`src/rtl/port_flr_responder.sv`:
```
// VF Function Level Reset responder: queues per-port FLR requests, holds the
// selected port in reset until it quiesces (or times out), then reports completion.
module port_flr_responder #(
    parameter int PG_NUM_PORTS    = 1,
    parameter int VF_NUM_WIDTH    = 11,
    parameter int RST_HOLD_CYCLES = 16,
    parameter int QUIESCE_TIMEOUT = 4096
) (
    input  logic                    clk,
    input  logic                    rst_n,
    input  logic                    i_flr_rcvd_vf,
    input  logic [VF_NUM_WIDTH-1:0] i_flr_rcvd_vf_num,
    input  logic [PG_NUM_PORTS-1:0] i_port_quiesced,
    input  logic                    i_err_clr,
    output logic [PG_NUM_PORTS-1:0] o_port_flr_rst_n,
    output logic                    o_flr_completed_vf,
    output logic [VF_NUM_WIDTH-1:0] o_flr_completed_vf_num,
    output logic                    o_flr_busy,
    output logic                    o_flr_timeout_err,
    output logic                    o_flr_num_err
);

    localparam int IDX_W  = (PG_NUM_PORTS > 1) ? $clog2(PG_NUM_PORTS) : 1;
    localparam int HOLD_W = $clog2(RST_HOLD_CYCLES + 1);
    localparam int TO_W   = (QUIESCE_TIMEOUT > 0) ? $clog2(QUIESCE_TIMEOUT + 1) : 1;
    localparam int VFW1   = VF_NUM_WIDTH + 1;
    localparam bit TO_EN  = (QUIESCE_TIMEOUT > 0);

    localparam logic [HOLD_W-1:0] HOLD_LAST = HOLD_W'(RST_HOLD_CYCLES - 1);
    localparam logic [HOLD_W-1:0] HOLD_MAX  = HOLD_W'(RST_HOLD_CYCLES);
    localparam logic [TO_W-1:0]   TO_MAX    = TO_W'(QUIESCE_TIMEOUT);
    localparam logic [VFW1-1:0]   MAX_VF    = VFW1'(PG_NUM_PORTS);

    typedef enum logic [1:0] {
        ST_IDLE,
        ST_ASSERT,
        ST_QUIESCE,
        ST_COMPLETE
    } state_t;

    state_t                  state_reg, state_next;
    logic [PG_NUM_PORTS-1:0] pending_reg, pending_next;
    logic [IDX_W-1:0]        idx_reg, idx_next;
    logic [HOLD_W-1:0]       hold_cnt_reg, hold_cnt_next;
    logic [TO_W-1:0]         to_cnt_reg, to_cnt_next;

    logic [PG_NUM_PORTS-1:0] port_rst_n_reg, port_rst_n_next;
    logic                    done_reg, done_next;
    logic [VF_NUM_WIDTH-1:0] done_num_reg, done_num_next;
    logic                    busy_reg, busy_next;
    logic                    to_err_reg, to_err_next;
    logic                    num_err_reg, num_err_next;

    logic                    num_valid;
    logic                    req_valid;
    logic                    req_bad;
    logic                    in_service;
    logic                    to_fire;
    logic                    quiesced_sel;
    logic [IDX_W-1:0]        sel_idx;
    logic [PG_NUM_PORTS-1:0] sel_mask;
    logic [PG_NUM_PORTS-1:0] cur_mask;
    logic [PG_NUM_PORTS-1:0] req_set;
    logic [PG_NUM_PORTS-1:0] pend_clr;
    logic                    svc_next;

    assign num_valid  = (i_flr_rcvd_vf_num != '0) && ({1'b0, i_flr_rcvd_vf_num} <= MAX_VF);
    assign req_valid  = i_flr_rcvd_vf && num_valid;
    assign req_bad    = i_flr_rcvd_vf && !num_valid;
    assign in_service = (state_reg == ST_ASSERT) || (state_reg == ST_QUIESCE);
    assign svc_next   = (state_next == ST_ASSERT) || (state_next == ST_QUIESCE);

    // Per-port decode: request set (merged away if that port is mid-service),
    // selection/current masks and the registered reset value for each port.
    genvar gi;
    generate
        for (gi = 0; gi < PG_NUM_PORTS; gi++) begin : g_port
            assign req_set[gi]  = req_valid
                                  && (i_flr_rcvd_vf_num == VF_NUM_WIDTH'(gi + 1))
                                  && !(in_service && (idx_reg == IDX_W'(gi)));
            assign sel_mask[gi] = (sel_idx == IDX_W'(gi));
            assign cur_mask[gi] = (idx_reg == IDX_W'(gi));
            assign port_rst_n_next[gi] = !(svc_next && (idx_next == IDX_W'(gi)));
        end
    endgenerate

    assign quiesced_sel = |(i_port_quiesced & cur_mask);

    // Lowest pending index wins.
    always_comb begin
        sel_idx = '0;
        for (int i = PG_NUM_PORTS - 1; i >= 0; i--) begin
            if (pending_reg[i]) begin
                sel_idx = IDX_W'(i);
            end
        end
    end

    always_comb begin
        state_next    = state_reg;
        idx_next      = idx_reg;
        hold_cnt_next = hold_cnt_reg;
        to_cnt_next   = to_cnt_reg;
        pend_clr      = '0;
        to_fire       = 1'b0;
        case (state_reg)
            ST_IDLE: begin
                if (|pending_reg) begin
                    state_next    = ST_ASSERT;
                    idx_next      = sel_idx;
                    pend_clr      = sel_mask;
                    hold_cnt_next = '0;
                end
            end
            ST_ASSERT: begin
                if (hold_cnt_reg >= HOLD_LAST) begin
                    state_next  = ST_QUIESCE;
                    to_cnt_next = '0;
                end else if (hold_cnt_reg < HOLD_MAX) begin
                    hold_cnt_next = hold_cnt_reg + HOLD_W'(1);
                end
            end
            ST_QUIESCE: begin
                // A port that quiesces on the last allowed cycle is not a timeout.
                if (quiesced_sel) begin
                    state_next = ST_COMPLETE;
                end else if (TO_EN && (to_cnt_reg >= TO_MAX)) begin
                    state_next = ST_COMPLETE;
                    to_fire    = 1'b1;
                end else if (to_cnt_reg < TO_MAX) begin
                    to_cnt_next = to_cnt_reg + TO_W'(1);
                end
            end
            ST_COMPLETE: begin
                state_next = ST_IDLE;
            end
            default: begin
                state_next = ST_IDLE;
            end
        endcase
    end

    always_comb begin
        pending_next  = (pending_reg & ~pend_clr) | req_set;
        busy_next     = (state_next != ST_IDLE) || (|pending_next);
        done_next     = (state_next == ST_COMPLETE);
        done_num_next = done_next ? (VF_NUM_WIDTH'(idx_next) + VF_NUM_WIDTH'(1)) : '0;
        to_err_next   = to_fire || (to_err_reg && !i_err_clr);
        num_err_next  = req_bad || (num_err_reg && !i_err_clr);
    end

    always_ff @(posedge clk or negedge rst_n) begin
        if (!rst_n) begin
            state_reg      <= ST_IDLE;
            pending_reg    <= '0;
            idx_reg        <= '0;
            hold_cnt_reg   <= '0;
            to_cnt_reg     <= '0;
            port_rst_n_reg <= '1;
            done_reg       <= 1'b0;
            done_num_reg   <= '0;
            busy_reg       <= 1'b0;
            to_err_reg     <= 1'b0;
            num_err_reg    <= 1'b0;
        end else begin
            state_reg      <= state_next;
            pending_reg    <= pending_next;
            idx_reg        <= idx_next;
            hold_cnt_reg   <= hold_cnt_next;
            to_cnt_reg     <= to_cnt_next;
            port_rst_n_reg <= port_rst_n_next;
            done_reg       <= done_next;
            done_num_reg   <= done_num_next;
            busy_reg       <= busy_next;
            to_err_reg     <= to_err_next;
            num_err_reg    <= num_err_next;
        end
    end

    assign o_port_flr_rst_n       = port_rst_n_reg;
    assign o_flr_completed_vf     = done_reg;
    assign o_flr_completed_vf_num = done_num_reg;
    assign o_flr_busy             = busy_reg;
    assign o_flr_timeout_err      = to_err_reg;
    assign o_flr_num_err          = num_err_reg;

endmodule

```
`config.mk`:
```
export PLATFORM = sky130hd
export DESIGN_NAME = port_flr_responder
export DESIGN_NICKNAME = d
export VERILOG_FILES = /design/src/rtl/port_flr_responder.sv
export SDC_FILE = /design/constraint.sdc
export NUM_CORES = 1
export LEC_CHECK = 0
export ABC_AREA = 1
export CAP_MARGIN = 20
export CELL_PAD_IN_SITES_DETAIL_PLACEMENT = 1
export CELL_PAD_IN_SITES_GLOBAL_PLACEMENT = 2
export CORE_UTILIZATION = 32
export CTS_BUF_LIST = sky130_fd_sc_hd__clkbuf_16
export DETAILED_ROUTE_END_ITERATION = 8
export HOLD_SLACK_MARGIN = 0.15
export MAX_ROUTING_LAYER = met4
export PLACE_DENSITY_LB_ADDON = 0.1
export SYNTH_ARGS = -nofsm -noshare
export SYNTH_HDL_FRONTEND = slang
export SYNTH_SLANG_ARGS = --single-unit
```
`constraint.sdc`:
```
create_clock -name clk -period 5.2 [get_ports clk]
set_clock_uncertainty 0.15 [all_clocks]
set_input_delay 1.04 -clock clk [delete_from_list [all_inputs] [get_ports clk]]
set_output_delay 1.04 -clock clk [all_outputs]
set_load 0.05 [all_outputs]
```
==> results.txt, run 1 <==
The DRC violation count after routing came out at 0. Across the run, the number of max-cap violations was 0. After clock tree synthesis, the clock-pin slew on the worst setup and hold paths is 50 ps.

The element type at the critical path end was an output port. TritonCTS built the clock tree. The via count of the first global-routing pass is 1620, and the cell area reported after detailed placement is 2030 sq um. In this run the core area contains 26 standard-cell rows. The H-tree was split into 2 levels. The number of gates resized after CTS was 0.

For this design the static power due to leakage is 1.04 nW. The clock latency at the later pin of the worst-skew pair is 270 ps. The minimum setup slack among reg-to-reg paths is 2830 ps, and the final worst-path setup slack is 2430 ps. In this run the remaining antenna-violating nets after routing total 0. IR analysis of the VDD net gives a maximum drop of 0.225 mV. Buffers inserted to repair hold after CTS numbered 0.

In the final routed layout, each cell accounts on average for 12.8 um. The register with the most flip-flops in the layout has 13 of them. The signal on the critical path passes through clkdlybuf4s50_1. The die covers 5870 sq um.

The number of warnings printed during yosys synthesis was 0; the post-CTS setup buffer count was 0. The run gives 49.3% as the headroom to the max-slew limit. For the gate count of the mapped netlist, the log shows 227.

In this run the worst hold path is classified as reg2reg. In this run the standard cell core region covers 5240 sq um. The critical path's top delay family was buffers and inverters. At the end of the flow the core is filled with cells to 41.4%.

The routed layout has 1502 vias. Summed over all instances, the cell type with the most area after synthesis is dfrtp_1. For this run the aggregate overflow at the end of global routing stands at 0.

The area growth from synthesis to layout is 21.9%. After layout, the worst path uses 53.3% of the clock period. The first TritonRoute pass finished after 4 iterations. After synthesis, the largest area contributor takes up 39.4% of total cell area. The tools report the total inserted antenna cells as 0. The critical-path cell with the highest stage delay is clkdlybuf4s50_1.

The power per standard cell area came out at 438 nW/um^2. The run finished with clean final reports. Summing the sequential cell areas from Yosys gives 40.8% of the chip area.

In the routed layout, each cell is associated on average with a via count of 4.64. The number of distinct library cell variants in the gate-level netlist after synthesis is 32. The non-filler instance count after layout came out at 324.

In the global route stage, overall resource usage came out at 17.0%. The logs give 0 for the count of pins over their slew limit and 4010 ps for the critical path data required time. Critical-path maximum fanout: 1.

Once the floorplan was initialized, standard cells occupied 34.0% of the core. The synthesized design contains 0 enable-type register cells. The worst setup timing slack at the placement stage came out at 2500 ps.

The run gives 4.13 mm as the final routed wirelength across all metal layers. Setup repair after global routing left no endpoint under its margin. Once placement completed, the tool counted placed cells totaling 316. Buffer depth of the longest clock path: 2. The number of clock buffers added by TritonCTS is 5.

The post-route minimum period works out to 2770 ps. STA classifies the critical path startpoint as a register. The floorplan step set the die height to 76.6 um. The share of cells above drive strength 1 came out at 9.84%. The critical path start-end classification was reg2out.

The transition at the pin with the smallest max-transition slack is 761 ps. For the TritonCTS sink count, the log shows 29. The tools report the top-level I/O count as 32. Each instance of the synthesized netlist takes up on average 7.84 sq um. The most used flip-flop cell after synthesis is dfrtp_1. The first global-routing pass estimated 7.61 mm of wire. The setup violation total in the final timing report was 0; the final-report hold violation count was 0. The finished cells cover 2170 sq um.

The global placer's final weighted congestion was 0.699. By area the synthesized netlist is led by dfrtp_1, nand2_1, ha_1. The final layout contains 277 nets. The number of violations reported at the end of detailed-routing iteration 0 was 58; the maximum number of pins on one net before global-route repair was 30. Fmax: 361 MHz. Detailed placement finished with a half-perimeter wire length of 3.07 mm.

After synthesis, the share of flip-flops with an asynchronous set or reset is 100%. The logs give 1580 ps for the data arrival time at the worst-slack endpoint and 1780 sq um for the netlist area before placement. The run gives 0 ps as the total negative setup slack. The die is 76.6 um wide. The count of buffers inserted at the top-level ports works out to 22. The number of buffers and inverters on the critical path was 1; the count of state elements after synthesis was 29. In this design, the stage delay of the slowest critical-path cell is 790 ps. The cell at the root of the clock tree was clkbuf_16.

The number of antenna violations at the first check in global routing came out at 0.
-- path summary, 6_finish.rpt --
kind | depth (start not counted) | start | end
worst min-delay path | 2 | to_cnt_reg[11] | to_cnt_reg[11]
worst max register to register | 10 | state_reg[0] | o_flr_completed_vf_num[1]
max in group asynchronous | 2 | rst_n | o_port_flr_rst_n
worst min register to register | 2 | to_cnt_reg[11] | to_cnt_reg[11]
worst max-delay path | 1 | o_port_flr_rst_n | o_port_flr_rst_n
min in group asynchronous | 2 | rst_n | hold_cnt_reg[4]
-- cells in the mapped netlist (2+ instances only) --
cell     instances
or2_2            5
ha_1             8
buf_6            2
a21o_1           2
o21ai_1          3
buf_4            9
nor3_1           2
nor2_4           2
nor2_2           3
inv_1           25
nand2_1         61
nor2_1          21
nand4_1          8
o21ai_0         11
a21oi_1          2
dfrtp_1         28
nand3_1         20
-- tightest hold or removal path: stages, from the launching register on --
cell,delay (ps)
dfrtp_1,370
nand2_1,60
nand2_1,50
-- layer usage --
layer | up-vias | part of all wire (%) | track usage [%]
met5 | - | 0 | -
met4 | 0 | 1.4 | 6.35
met3 | 5 | 2.8 | 3.23
met2 | 18 | 44 | 25.0
met1 | 713 | 51 | 23.1
li1 | 766 | - | -
-- stage by stage --
stage	power, mW	hold slack (ps)
floorplan	0.592	321
global placement	0.687	351
detailed placement	0.689	360
CTS	0.967	370
global route	1.02	393
finish	0.950	368
-- final cells by class --
class                           instances  area, sq um
Inverter                               25         93.8
Sequential cell                        29          727
Clock buffer                            5          125
Timing Repair Buffer                   23          228
Multi-Input combinational cell        169          896
Clock inverter                          3         12.5
Fill cell                             644         3070
Tap cell                               70         87.6
-- cells by family (layout without fill, tap and decap cells) --
kind of cell / count (synthesis) / count (layout) / synth area share (%)
xor gates and xnor gates: 1 / 1 / 0.492
other: 1 / 9 / 0.211
adders and majority gates: 8 / 8 / 5.62
DFF: 29 / 29 / 40.8
AOI/OAI and AO/OA: 21 / 21 / 7.17
buffers and inverters: 37 / 56 / 10.5
and+or+nand+nor: 130 / 130 / 35.1
-- where the power goes --
group	switching, mW	total, mW	internal (mW)	leakage [nW]
registers	0.0325	0.298	0.265	0.392
clock network	0.0986	0.271	0.173	0.0687
logic	0.258	0.381	0.123	0.574
-- placed cells by master, fill, tap and decap left out --
master	synthesis	final
o21ai_1	3	3
nand3_2	1	1
nor2_4	2	2
clkinv_1	0	2
nand3b_1	1	1
or2_2	5	5
nand3_4	1	1
nand3b_4	1	1
nor3_1	2	2
nand3_1	20	20
nor2_2	3	3
nand4_1	8	8
ha_1	8	8
clkbuf_16	0	5
clkinv_2	0	1
xor2_1	1	1
dfstp_2	1	1
nand2_2	1	1
nand2_1	61	61
nor4_1	1	1
nor2_1	21	21
o21ai_2	1	1
conb_1	1	9
a21o_1	2	2
dfrtp_1	28	28
nand2_4	1	1
o21bai_1	1	1
clkdlybuf4s50_1	0	22
buf_4	9	1
and3_1	1	1
o21ai_0	11	11
inv_1	25	25
a21oi_1	2	2
o21ai_4	1	1
Power figures use the tool's default switching activity.
==> run 2, diff against run 1 <==
CORE_UTILIZATION = 30   (was 32)
clock period = 2.8 ns   (was 5.2 ns; I/O delays follow)
==> results.txt, run 2 (synthesis gave the netlist of run 1 again) <==
The run finished with clean final reports. Critical path data required time: 2090 ps (-1920 ps). The tools report the kind of start point of the critical path as a register. For the number of H-tree branching levels, the log shows 2 (unchanged). The chip height was 79.0 um (+3.2%); the global placer's final weighted congestion was 0.739 (+5.7%).

The number of rows in the core area was 27 (+3.8%); the met3 capacity usage during global routing was 3.10% (-0.13 points). The post-CTS setup buffer count was 0 (unchanged); the post-detailed-route count of antenna-violating nets was 0 (unchanged). The tools report the non-filler instance count after layout as 327 (+0.93%). The global-route met1 utilization was 22.0% (-1.1 points); the flip-flop count of the largest register, all copies and words added was 13 (unchanged). The total negative setup slack was 0 ps (unchanged); the DRC violation count after routing was 0 (unchanged). The per-cell via count in the routed design came out at 4.57 (-1.3%).

The worst hold path startpoint was to_cnt_reg[1]. The classification of the worst-slack hold path was reg2reg. The placed instance count was 319 (+0.95%); the transition at the pin with the smallest max-transition slack was 504 ps (-256 ps). The root buffer cell chosen for the clock tree is clkbuf_16. The logs give 0 (unchanged) for the count of pins over their slew limit and 1570 ps (about the same) for the data arrival time at the worst-slack endpoint. Top-level I/O count: 32 (unchanged). The longest individual stage delay on the worst path is 790 ps (about the same).

The total inserted antenna cells was 0 (unchanged); the final routed wirelength across all metal layers was 4.40 mm (+6.4%). The count of fill cells added during filler insertion was 692 (+7.5%). The total number of vias is 1496 (-0.40%), and the clock edge transition at the registers on the reported setup and hold paths is 50 ps (about the same).

The horizontal die dimension was 79.0 um (+3.2%); the wire length of the first global-routing pass was 7.63 mm (+0.28%). The origin of the worst setup path was o_port_flr_rst_n. The final layout net count is 278 (+0.36%). The area growth from synthesis to layout is 22.3%.

The critical path start-end classification was reg2out. For the via count of the first global-routing pass, the log shows 1562 (-3.6%). The total area of multi-input combinational cells is 896 sq um (unchanged). The final-report hold violation count came out at 0 (unchanged). The logs give 270 ps (about the same) for the clock latency at the later pin of the worst-skew pair and 0 (unchanged) for the post-cts sizing count.

TritonCTS built the clock tree. The minimum setup slack among reg-to-reg paths came out at 660 ps (-2170 ps). The buffer depth of the longest clock path was 2 (unchanged).

Leaving out fill and tap cells, the most frequent cell in the layout is nand2_1. The run gives 5 (unchanged) as the total CTS buffers. On the critical path the largest part of the delay comes from buffers and inverters. The logs give 0.646 mV (+190%) for the worst ir drop on vdd and 31.7% (-2.2 points) for the initial standard-cell utilization of the core.

Headroom to the max-slew limit: 66.3% (+17 points). The overall track demand over capacity in global routing is 16.7% (-0.35 points), and the count of hold buffers inserted by post-cts repair is 0 (unchanged). The number of violations reported at the end of detailed-routing iteration 0 was 28 (-52%); the footprint of the flip-flops and latches was 727 sq um (unchanged). The share of cells above drive strength 1 was 9.80% (-0.039 points); the TritonCTS sink count was 29 (unchanged). For the placed wire-length estimate, the log shows 3.29 mm (+7.0%). Reg-to-reg startpoint: hold_cnt_reg[0]. The run gives 0 (unchanged) as the number of maximum-capacitance violations. For the met2 track demand over resource, the log shows 25.4% (+0.39 points). The minimum hold slack was 365 ps (-2.42 ps).

Setup repair after global routing left no endpoint under its margin. The tools report the total overflow reported by the global router as 0 (unchanged). For this design, the slowest cell found on the critical path is clkdlybuf4s50_1. The run gives 0 (unchanged) as the setup violation total in the final timing report.

The run gives 4 (unchanged) as the number of iterations in the first detailed-routing pass. The top cell types in the final layout, fill and taps aside, are nand2_1, dfrtp_1, inv_1. For the leakage power, the log shows 1.05 nW (+1.0%). The maximum number of pins on one net before global-route repair is 30 (unchanged), and the post-route minimum period is 2280 ps. The power per standard cell area is 815 nW/um^2 (+86%), and the critical-path maximum fanout is 1 (unchanged).

The count of buffers inserted at the top-level ports is 22 (unchanged), and the total die area is 6250 sq um (+6.5%). The number of buffers and inverters on the critical path is 1 (unchanged). The critical path goes through clkdlybuf4s50_1. The wire length per cell was 13.4 um (+5.4%). The core outline area is 5610 sq um (+7.1%), and the fmax is 438 MHz. The number of antenna violations at the first check in global routing is 0 (unchanged). The tools report the element type at the critical path end as an output port.

The final clock period utilization by the worst path works out to 81.6%. The peak-usage layer in the global routing report was met2.
## run 2: layout make-up
cell class / instances / share of cell area (%)
clock buffer: 5 / 5.74
clock inverter: 3 / 0.517
inverter: 25 / 4.31
multi-input combinational: 169 / 41.1
sequential: 29 / 33.4
tap: 72 / 4.14
timing repair buffer: 24 / 10.8
## run 2: power breakdown
| part | switching, mW | leakage (nW) | total, mW | internal [mW] |
|---|---|---|---|---|
| sequential | 0.0626 | 0.392 | 0.555 | 0.492 |
| combinational | 0.484 | 0.580 | 0.716 | 0.233 |
| clock | 0.186 | 0.0738 | 0.505 | 0.319 |
| total | 0.732 | 1.05 | 1.78 | 1.04 |
## run 2: per-layer routing
metal  routed length, um  part of all wire, %
met5                   0                    0
met4                  52                  1.2
met3                  77                  1.8
met2                1960                   45
met1                2310                   53
## run 2: metrics by stage
stage	cell area, sq um	utilization (%)	worst slack (ps)	power (mW)
3_3_place_gp	2040	36.4	645	1.29
4_1_cts	2180	38.8	496	1.81
6_report	2180	38.8	515	1.78
2_1_floorplan	1810	-	918	1.10
3_5_place_dp	2040	36.4	612	1.29
5_1_grt	2180	38.8	469	1.91
## run 2: path summary, 6_finish.rpt
| check | cells past startpoint | endpoint |
|---|---|---|
| min in group asynchronous | 2 | to_cnt_reg[2] |
| worst max-delay path | 1 | o_port_flr_rst_n |
| max in group asynchronous | 2 | o_port_flr_rst_n |
| worst min register to register | 2 | to_cnt_reg[1] |
| worst min-delay path | 2 | to_cnt_reg[1] |
| worst max register to register | 13 | o_flr_completed_vf_num[0] |
==> run 3, diff against run 2 <==
CORE_UTILIZATION = 27   (was 30)
clock period = 1.9 ns   (was 2.8 ns; I/O delays follow)
==> results.txt, run 3 (synthesis gave the netlist of run 1 again) <==
The flow ran to the end, and the final reports show no timing, DRC or antenna violations. The total die area is 6920 sq um (+11%), and the net switching power is 1.23 mW (+67%). For the number of antenna violations at the first check in global routing, the log shows 0 (unchanged).

Horizontal die dimension: 83.2 um (+5.3%). The count of pins over their slew limit is 0 (unchanged), and the wire length of the first global-routing pass is 8.12 mm (+6.4%). The post-route minimum period works out to 1870 ps. The worst hold path belongs to the class in2async. For the total inserted antenna cells, the log shows 0 (unchanged). The number of cells on the worst reg-to-reg path came out at 12 (-1).

The critical-path maximum fanout is 8 (+7). The tools report the logic gate share of total power as 45.9% (+5.6 points). The worst setup path is captured at a register. In this run the clock root is driven by a clkbuf_16. The run gives 0.739 (about the same) as the global placer's final weighted congestion.

The leakage power came out at 1.16 nW (+11%). The worst ir drop on vdd is 0.725 mV (+12%). The final layout net count was 295 (+6.1%). For the final-report hold violation count, the log shows 0 (unchanged).

The final worst-path setup slack was 31.7 ps (-484 ps); the buffer depth of the longest clock path was 2 (unchanged). Fmax: 535 MHz. The flip-flop count of the largest register, all copies and words added came out at 13 (unchanged). Of the available clock period, the critical path in the final layout requires 98.3%. The maximum number of pins on one net before global-route repair was 30 (unchanged); the register share of total power was 25.0% (-6.2 points). The worst setup timing slack at the placement stage came out at -107 ps (-719 ps). Commonest non-fill, non-tap cell in the layout: nand2_1. Setup repair after global routing could not meet its margin everywhere. The logs give 29 (unchanged) for the TritonCTS sink count and 0 (unchanged) for the DRC violation count after routing. The number of iterations in the first detailed-routing pass is 4 (unchanged). The chip height is 83.2 um (+5.3%), and the total number of vias is 1539 (+2.9%).

The overall track demand over capacity in global routing is 15.6% (-1.1 points), and the relative contribution of the clock network to total power is 29.1% (+0.7 points). Leaving out fill and tap cells, the most frequent cells in the layout are nand2_1, dfrtp_1, buf_4. The per-cell via count in the routed design was 4.41 (-3.6%). The origin of the worst setup path was hold_cnt_reg[0]. The post-detailed-route count of antenna-violating nets is 0 (unchanged).

The logs give 1890 ps (+320 ps) for the data arrival time at the worst-slack endpoint and 1930 ps (-160 ps) for the critical path data required time. The count of hold buffers inserted by post-cts repair is 0 (unchanged). The layout-stage area growth over the synthesis result came out at 36.5%.

The total CTS buffers was 5 (unchanged); the top-level I/O count was 32 (unchanged). For the cell-internal power, the log shows 1.96 mW (+87%). The number of maximum-capacitance violations was 0 (unchanged). The placed wire-length estimate was 3.29 mm (+0.24%); the number of rows in the core area was 29 (+7.4%). The tools report the final instance area as 2430 sq um (+12%). The wire length per cell came out at 12.8 um (-4.6%). The power per standard cell area works out to 1310 nW/um^2 (+61%). The via count of the first global-routing pass was 1655 (+6.0%).

For the total negative setup slack, the log shows 0 ps (unchanged). The setup violation total in the final timing report is 0 (unchanged), and the core outline area is 6350 sq um (+13%). The share of cells above drive strength 1 came out at 25.7% (+16 points). The reg-to-reg startpoint is hold_cnt_reg[0]. The tools report the number of H-tree branching levels as 2 (unchanged). The worst setup path is launched from a register.

The clock edge transition at the registers on the reported setup and hold paths works out to 50 ps (about the same). The tools report the clock latency at the later pin of the worst-skew pair as 280 ps (about the same). For the total overflow reported by the global router, the log shows 0 (unchanged). The core occupancy in the finished layout is 38.3% (-0.56 points). The number of violations reported at the end of detailed-routing iteration 0 is 47 (+68%), and the initial standard-cell utilization of the core is 28.0% (-3.7 points).

The critical path start-end classification is reg2reg. The cell area reported after detailed placement was 2140 sq um (+4.7%); the switching part of the total power was 38.5% (-2.7 points). The final routed wirelength across all metal layers came out at 4.48 mm (+1.8%). TritonCTS built the clock tree. The count of buffers inserted at the top-level ports was 22 (unchanged).
[run 3: worst paths after layout]
| kind | to | slack (ps) |
|---|---|---|
| hold reg to reg | to_cnt_reg[1] | 370 |
| max in group asynchronous | o_port_flr_rst_n | 930 |
| setup reg to reg | to_cnt_reg[4] | 30 |
| min in group clk | to_cnt_reg[1] | 370 |
| hold / removal | o_flr_num_err | 350 |
| setup / recovery | to_cnt_reg[4] | 30 |
[run 3: per-stage QoR]
| step | hold WS [ps] | instances | power (mW) |
|---|---|---|---|
| 5_1_grt | 387 | 349 | 3.42 |
| 3_3_place_gp | 352 | 335 | 2.09 |
| 3_5_place_dp | 352 | 335 | 2.09 |
| 6_report | 350 | 349 | 3.18 |
| 2_1_floorplan | -65.6 | 235 | 1.62 |
| 4_1_cts | 371 | 347 | 3.16 |
[run 3: final cells by class]
| class | instances | area [sq um] |
|---|---|---|
| Inverter | 25 | 93.8 |
| Multi-Input combinational cell | 169 | 972 |
| Clock buffer | 5 | 125 |
| Fill cell | 761 | 3920 |
| Timing Repair Buffer | 41 | 370 |
| Tap cell | 77 | 96.3 |
| Clock inverter | 3 | 46.3 |
| Sequential cell | 29 | 727 |
[run 3: repair_timing]
action,CTS,global route
resized for setup,14,13
setup buffers,4,2
setup endpoints to repair,5,24
hold endpoints to repair,0,0
pin swaps,8,10
[run 3: critical path, stage by stage, from the launching register on]
cell	delay (ps)
dfrtp_1	380
ha_2	190
nand2_2	80
nor2_2	40
ha_2	170
nor2_4	120
buf_4	140
nand2_4	60
nor2_4	130
nor2_4	90
buf_4	130
nand2_1	50
nand2_1	40
[run 3: power by group through the flow]
stage | Sequential, mW | Combinational (mW) | Clock, mW
floorplan | 0.914 | 0.707 | 0
global placement | 0.801 | 1.29 | 0
detailed placement | 0.803 | 1.29 | 0
CTS | 0.799 | 1.41 | 0.954
global route | 0.814 | 1.63 | 0.979
finish | 0.797 | 1.46 | 0.926
[run 3: metal layers]
metal	GRT usage [%]	routed length (um)	up-vias
li1	-	-	797
met1	20.3	2270	721
met2	22.6	2000	16
met3	4.77	139	5
met4	6.27	74	0
met5	-	0	-
==> variant 1: new RTL, flow settings as in run 3 <==
`VF_NUM_WIDTH`: 11 -> 9.
--- a/src/rtl/port_flr_responder.sv
+++ b/src/rtl/port_flr_responder.sv
@@ -2,7 +2,7 @@
 // selected port in reset until it quiesces (or times out), then reports completion.
 module port_flr_responder #(
     parameter int PG_NUM_PORTS    = 1,
-    parameter int VF_NUM_WIDTH    = 11,
+    parameter int VF_NUM_WIDTH    = 9,
     parameter int RST_HOLD_CYCLES = 16,
     parameter int QUIESCE_TIMEOUT = 4096
 ) (
Ports: changed (resized i_flr_rcvd_vf_num and o_flr_completed_vf_num); port bits go from 32 to 28. The function was not compared with the original's and may differ.
==> variant 1 against run 3 <==
The run now ends with negative setup slack left. Largest power group unchanged. Sequential cell count did not move. Routed wire length fell by 1.7%. Worst setup slack got worse by 0.12 ns. Total power fell by 3.1%. Design area fell by 2.7%. Area after synthesis fell by 4.6%.
==> variant 1: results (changes against run 3) <==
The final-layout worst hold slack is 0.3180 ns (-0.03219 ns). The checks that failed: negative setup slack. The placed cell area is 2101 sq um (-1.8%). The all-layer global routing usage is 15.35% (-0.26 points). The first-pass iteration count of the detailed router is 4 (unchanged). The highest net fanout along the worst path came to 3 (-5). The number of flip-flops in the largest register came out at 13 (unchanged). Ranked by total cell area, the synthesized netlist is headed by dfrtp_1, nand2_1, ha_1. The register area share after synthesis is 42.78% (+2.0 points). The beginning of the worst register-to-register path is hold_cnt_reg[1].

The number of fillers in the final layout is 717 (-5.8%). Ranked by instance count, the synthesized netlist is headed by nand2_1, dfrtp_1, nor2_1, inv_1, nand3_1. CTS placed an instance of clkbuf_16 at the clock tree root. The number of global-route vias before repair is 1545 (-6.6%). The setup slack after placement is -0.2151 ns (-0.1083 ns).

The number of standard cells in the final layout excluding fillers came to 346 (-0.86%). The number of cells in the design after placement came out at 331 (-1.2%). The worst endpoint data arrival time is 2.05 ns (+0.16 ns). The final count of negative-setup-slack endpoints is 11 (+11).

The logic depth of the worst register-to-register path came out at 12 (unchanged). The endpoint identified for the worst register-to-register timing path is o_flr_completed_vf_num[0]. The routed via count divided by cell count came out at 4.512 (+2.3%). The total negative slack came to -0.3791 ns (-0.3791 ns). The leakage dissipation came out at 0.001141 uW (-1.7%). The count of different cell masters after synthesis came out at 29 (-9.4%). The total half-perimeter wirelength after legalization and detailed placement is 3170 um (-3.7%). The mean routed wirelength per cell is 12.71 um (-0.87%). The share of layout cells above drive strength 1 was 26.20% (+0.46 points). The worst setup margin came out at -0.09286 ns (-0.1246 ns). The cell-internal power is 1864 uW (-4.8%). The number of nets at the end of the flow is 292 (-1.0%). The number of port buffers came out at 20 (-9.1%).

The final weighted congestion of routability-driven global placement came out at 0.7569 (+2.5%). The run finished, with violations left. The maximum ir drop on the vdd rail is 0.8518 mV (+17%). The global-route wire length before repair came out at 7217 um (-11%).
## variant 1: cell count changes in the layout (fill, tap and decap cells not counted), sizes merged, moves of 2 or more
cell,change
nand4,-3
inv,+2
conb,-2
clkinv,+2
nor2,+3
clkdlybuf4s50,-2
or2,-4
xnor2,+2
buf,+7
## variant 1: timing repair
action	4_1_cts	5_1_grt
resized for setup	12	12
setup buffers	5	2
pin swaps	5	8
setup endpoints to repair	16	23
## variant 1: power groups by stage
stage                     clock (uW)  combinational, uW  sequential [uW]
after floorplan                    0                732              898
after global placement             0               1280              787
after detailed placement           0               1290              787
after CTS                        764               1460              780
after global routing             793               1710              791
final                            746               1560              781
## variant 1: worst max path at each step
stage / start / endpoint / slack (ns) / cells after the start
final: hold_cnt_reg[1] / o_flr_completed_vf_num[0] / -0.09 / 12
after global routing: hold_cnt_reg[1] / o_flr_completed_vf_num[0] / -0.19 / 12
after floorplan: hold_cnt_reg[1] / o_port_flr_rst_n / -0.13 / 12
after detailed placement: hold_cnt_reg[1] / o_flr_completed_vf_num[0] / -0.22 / 13
after global placement: hold_cnt_reg[1] / o_flr_completed_vf_num[0] / -0.20 / 13
after CTS: hold_cnt_reg[1] / o_flr_completed_vf_num[0] / -0.08 / 13
## variant 1: cells by family (layout without fill, tap and decap cells)
family | count (synthesis) | in the layout | synth area share [%]
AOI/OAI and AO/OA | 20 | 20 | 6.701
DFF | 29 | 29 | 42.78
xor gates and xnor gates | 3 | 3 | 1.547
and+or+nand+nor | 123 | 123 | 32.11
other | 1 | 7 | 0.2207
adders and majority gates | 8 | 8 | 5.891
buffers and inverters | 36 | 81 | 10.75
## variant 1: critical path: cells and delay by family (launching register included)
| kind | cells | cell delay (ns) |
|---|---|---|
| adder cells (fa/ha/maj) | 3 | 0.60 |
| AND/OR/NAND/NOR | 7 | 0.58 |
| flip-flops | 1 | 0.38 |
| AO/OA/AOI/OAI | 1 | 0.18 |
| buffers and inverters | 1 | 0.04 |
## variant 1: final cells by class
| class | count | area (sq um) | area share [%] |
|---|---|---|---|
| repair buffers | 46 | 402.9 | 17.04 |
| clock inverters | 3 | 12.51 | 0.5291 |
| well taps | 75 | 93.84 | 3.968 |
| inverters | 27 | 108.9 | 4.603 |
| clock buffers | 5 | 125.1 | 5.291 |
| flip-flops and latches | 29 | 726.9 | 30.74 |
| multi-input cells | 161 | 894.6 | 37.83 |
## variant 1: layer usage
layer / wire length, um / up-vias / GRT usage (%)
li1: - / 780 / -
met1: 1910 / 753 / 17.73
met2: 2272 / 18 / 24.75
met3: 107 / 10 / 3.371
met4: 106 / 0 / 8.036
met5: 0 / - / -
==> variant 2: new RTL, settings of run 3 <==
Made on the original files. Reset style: synchronous (`rst_n`), changed in one clocked block.
--- a/src/rtl/port_flr_responder.sv
+++ b/src/rtl/port_flr_responder.sv
@@ -149,7 +149,7 @@
         num_err_next  = req_bad || (num_err_reg && !i_err_clr);
     end
 
-    always_ff @(posedge clk or negedge rst_n) begin
+    always_ff @(posedge clk) begin
         if (!rst_n) begin
             state_reg      <= ST_IDLE;
             pending_reg    <= '0;
Check against the original RTL: differs if rst_n is asserted again (counterexample within 4 cycles, from zero or initial values and one cycle with rst_n low); with rst_n held inactive, the same outputs for 10 cycles.
==> variant 2 against run 3 <==
Sequential cell count unchanged. Utilization up 1.4 points. Synthesized cell count increased by 5.7%. Cell count up 4.6%. First-iteration DRC count is 21% lower. Design area fell by 4.0%. Area after synthesis is 7.7% lower. Via count rose by 2.9%. Worst setup slack worse by 0.0048 ns. Routed wire length down 4.8%. Critical path type unchanged. Critical endpoint is now to_cnt_reg[12]. Count of clock-buffer cells in the layout unchanged. Die area shrank 7.5%.
Power is not compared: it rests on default switching activity, and its combinational part moved more than twofold at a synthesized area within 25%.
==> variant 2: results (changes against run 3) <==
Ranked by instance count, the synthesized netlist is headed by nand2_1, inv_1, nor2_1, dfxtp_1, a21oi_1. The endpoint identified for the worst register-to-register timing path is to_cnt_reg[12]. Sequential cells account for about 37% of the total power. The peak per-stage delay on the critical path is 0.33 ns (-0.05 ns). The average cell area after synthesis was 6.850 sq um (-13%). The mux contribution to synthesized area came out at 0% (unchanged). The antenna diode instance count came out at 0 (unchanged). The total detailed-routing wirelength was 4261 um (-4.8%). In this run the static leakage power is between 0.0009 and 0.001 uW. The share of the synthesized netlist area taken by xor and xnor gates is 1.065% (+0.57 points). The hold path endpoint is o_flr_timeout_err. The most critical setup path has its startpoint at hold_cnt_reg[1]. The synthesized-area fraction occupied by adder cells came to 6.088% (+0.47 points). The share of flip-flops with an asynchronous set or reset was 0% (-100 points). The final-layout worst hold slack came out at 0.3199 ns (-0.03029 ns). The number of cells in the design after placement is 354 (+5.7%). The total half-perimeter wirelength after legalization and detailed placement came to 3274 um (-0.60%).

The global-route wire length before repair came out at 7251 um (-11%). For flop-to-flop paths, the worst setup slack is 0.03 ns. The worst endpoint data arrival time is 1.92 ns (+0.03 ns). The placed cell area is 2071 sq um (-3.2%).

The final count of negative-setup-slack endpoints came out at 0 (unchanged). The maximum number of pins on one net before global-route repair came out at 12 (-60%). The post-CTS setup-driven buffer insertion count is 5 (+1). The count of different cell masters after synthesis was 28 (-13%).

The compound-gate portion of the synthesized area is 8.904% (+1.7 points). The library cell with the largest summed area after synthesis is dfxtp_1. The register area share after synthesis came out at 35.31% (-5.5 points). The maximum ir drop on the vdd rail is 0.3293 mV. The number of warnings reported in the yosys synthesis log came out at 0 (unchanged). The setup slack after placement came to -0.2212 ns (-0.1145 ns). The routed via count divided by cell count is 4.340 (-1.6%). The number of DRC markers after the initial detailed-route iteration is 37 (-21%). The number of port buffers came to 22 (unchanged). The number of flip-flops in the largest register is 13 (unchanged).

The number of buffers added by the clock tree synthesis step is 5 (unchanged). The highest net fanout along the worst path is 2 (-6). The logic depth of the worst register-to-register path is 12 (unchanged). The maximum clock rate came out at 533.9 MHz (-0.26%).

Summed over all sequential cells, the power is ~630 uW. In the post-synthesis netlist, the biggest area contributors are dfxtp_1, nand2_1, inv_1. The number of global-route vias before repair was 1561 (-5.7%).

The share of layout cells above drive strength 1 is 26.21% (+0.47 points). The flow ran to the end, and the final reports show no timing, DRC or antenna violations. The all-layer global routing usage came to 15.56% (-0.046 points).

In this run the clock root is driven by a clkbuf_16. The number of nets at the end of the flow came out at 313 (+6.1%). The later-pin clock latency in the skew report came out at 0.27 ns. The number of standard cells in the final layout excluding fillers came out at 365 (+4.6%). The min-delay analysis places its worst path in the category reg -> reg. Among all stages on the critical path, the largest delay is contributed by dfxtp_2. The number of antenna violations at the first check in global routing is 0 (unchanged).

The number of resized instances in the post-cts repair step came to 13 (-1). The final weighted congestion of routability-driven global placement is 0.7410 (+0.31%).
## variant 2: cell types whose count changed after synthesis, sizes merged, moves of 2 or more
cell	delta
dfrtp	-28
nand4	-3
nand3	-5
a21oi	+16
inv	+11
nor2	+10
nand2	-8
nand3b	-2
o21ai	-10
nor3	+6
a21o	-2
dfxtp	+29
or2	-2
## variant 2: cell type report
type	count	area [sq um]
repair buffers	47	406.6
multi-input cells	170	964.7
clock buffers	5	125.1
fillers	746	3552
flip-flops and latches	29	583.1
clock inverters	3	17.52
inverters	36	142.6
well taps	75	93.84
## variant 2: routing by layer
metal | share of wire, % | track usage, % | vias to the layer above
met2 | 48 | 25.21 | 31
met3 | 3.6 | 3.771 | 5
met1 | 47 | 18.84 | 710
li1 | - | - | 838
met4 | 1.2 | 5.357 | 0
met5 | 0 | - | -
## variant 2: worst max-delay path, delay by kind of cell, from the launching register on
kind	cells	cell delay (ns)
buf+inv	3	0.42
simple gates	6	0.46
flops	1	0.33
fa+ha+maj	2	0.34
compound gates	1	0.12
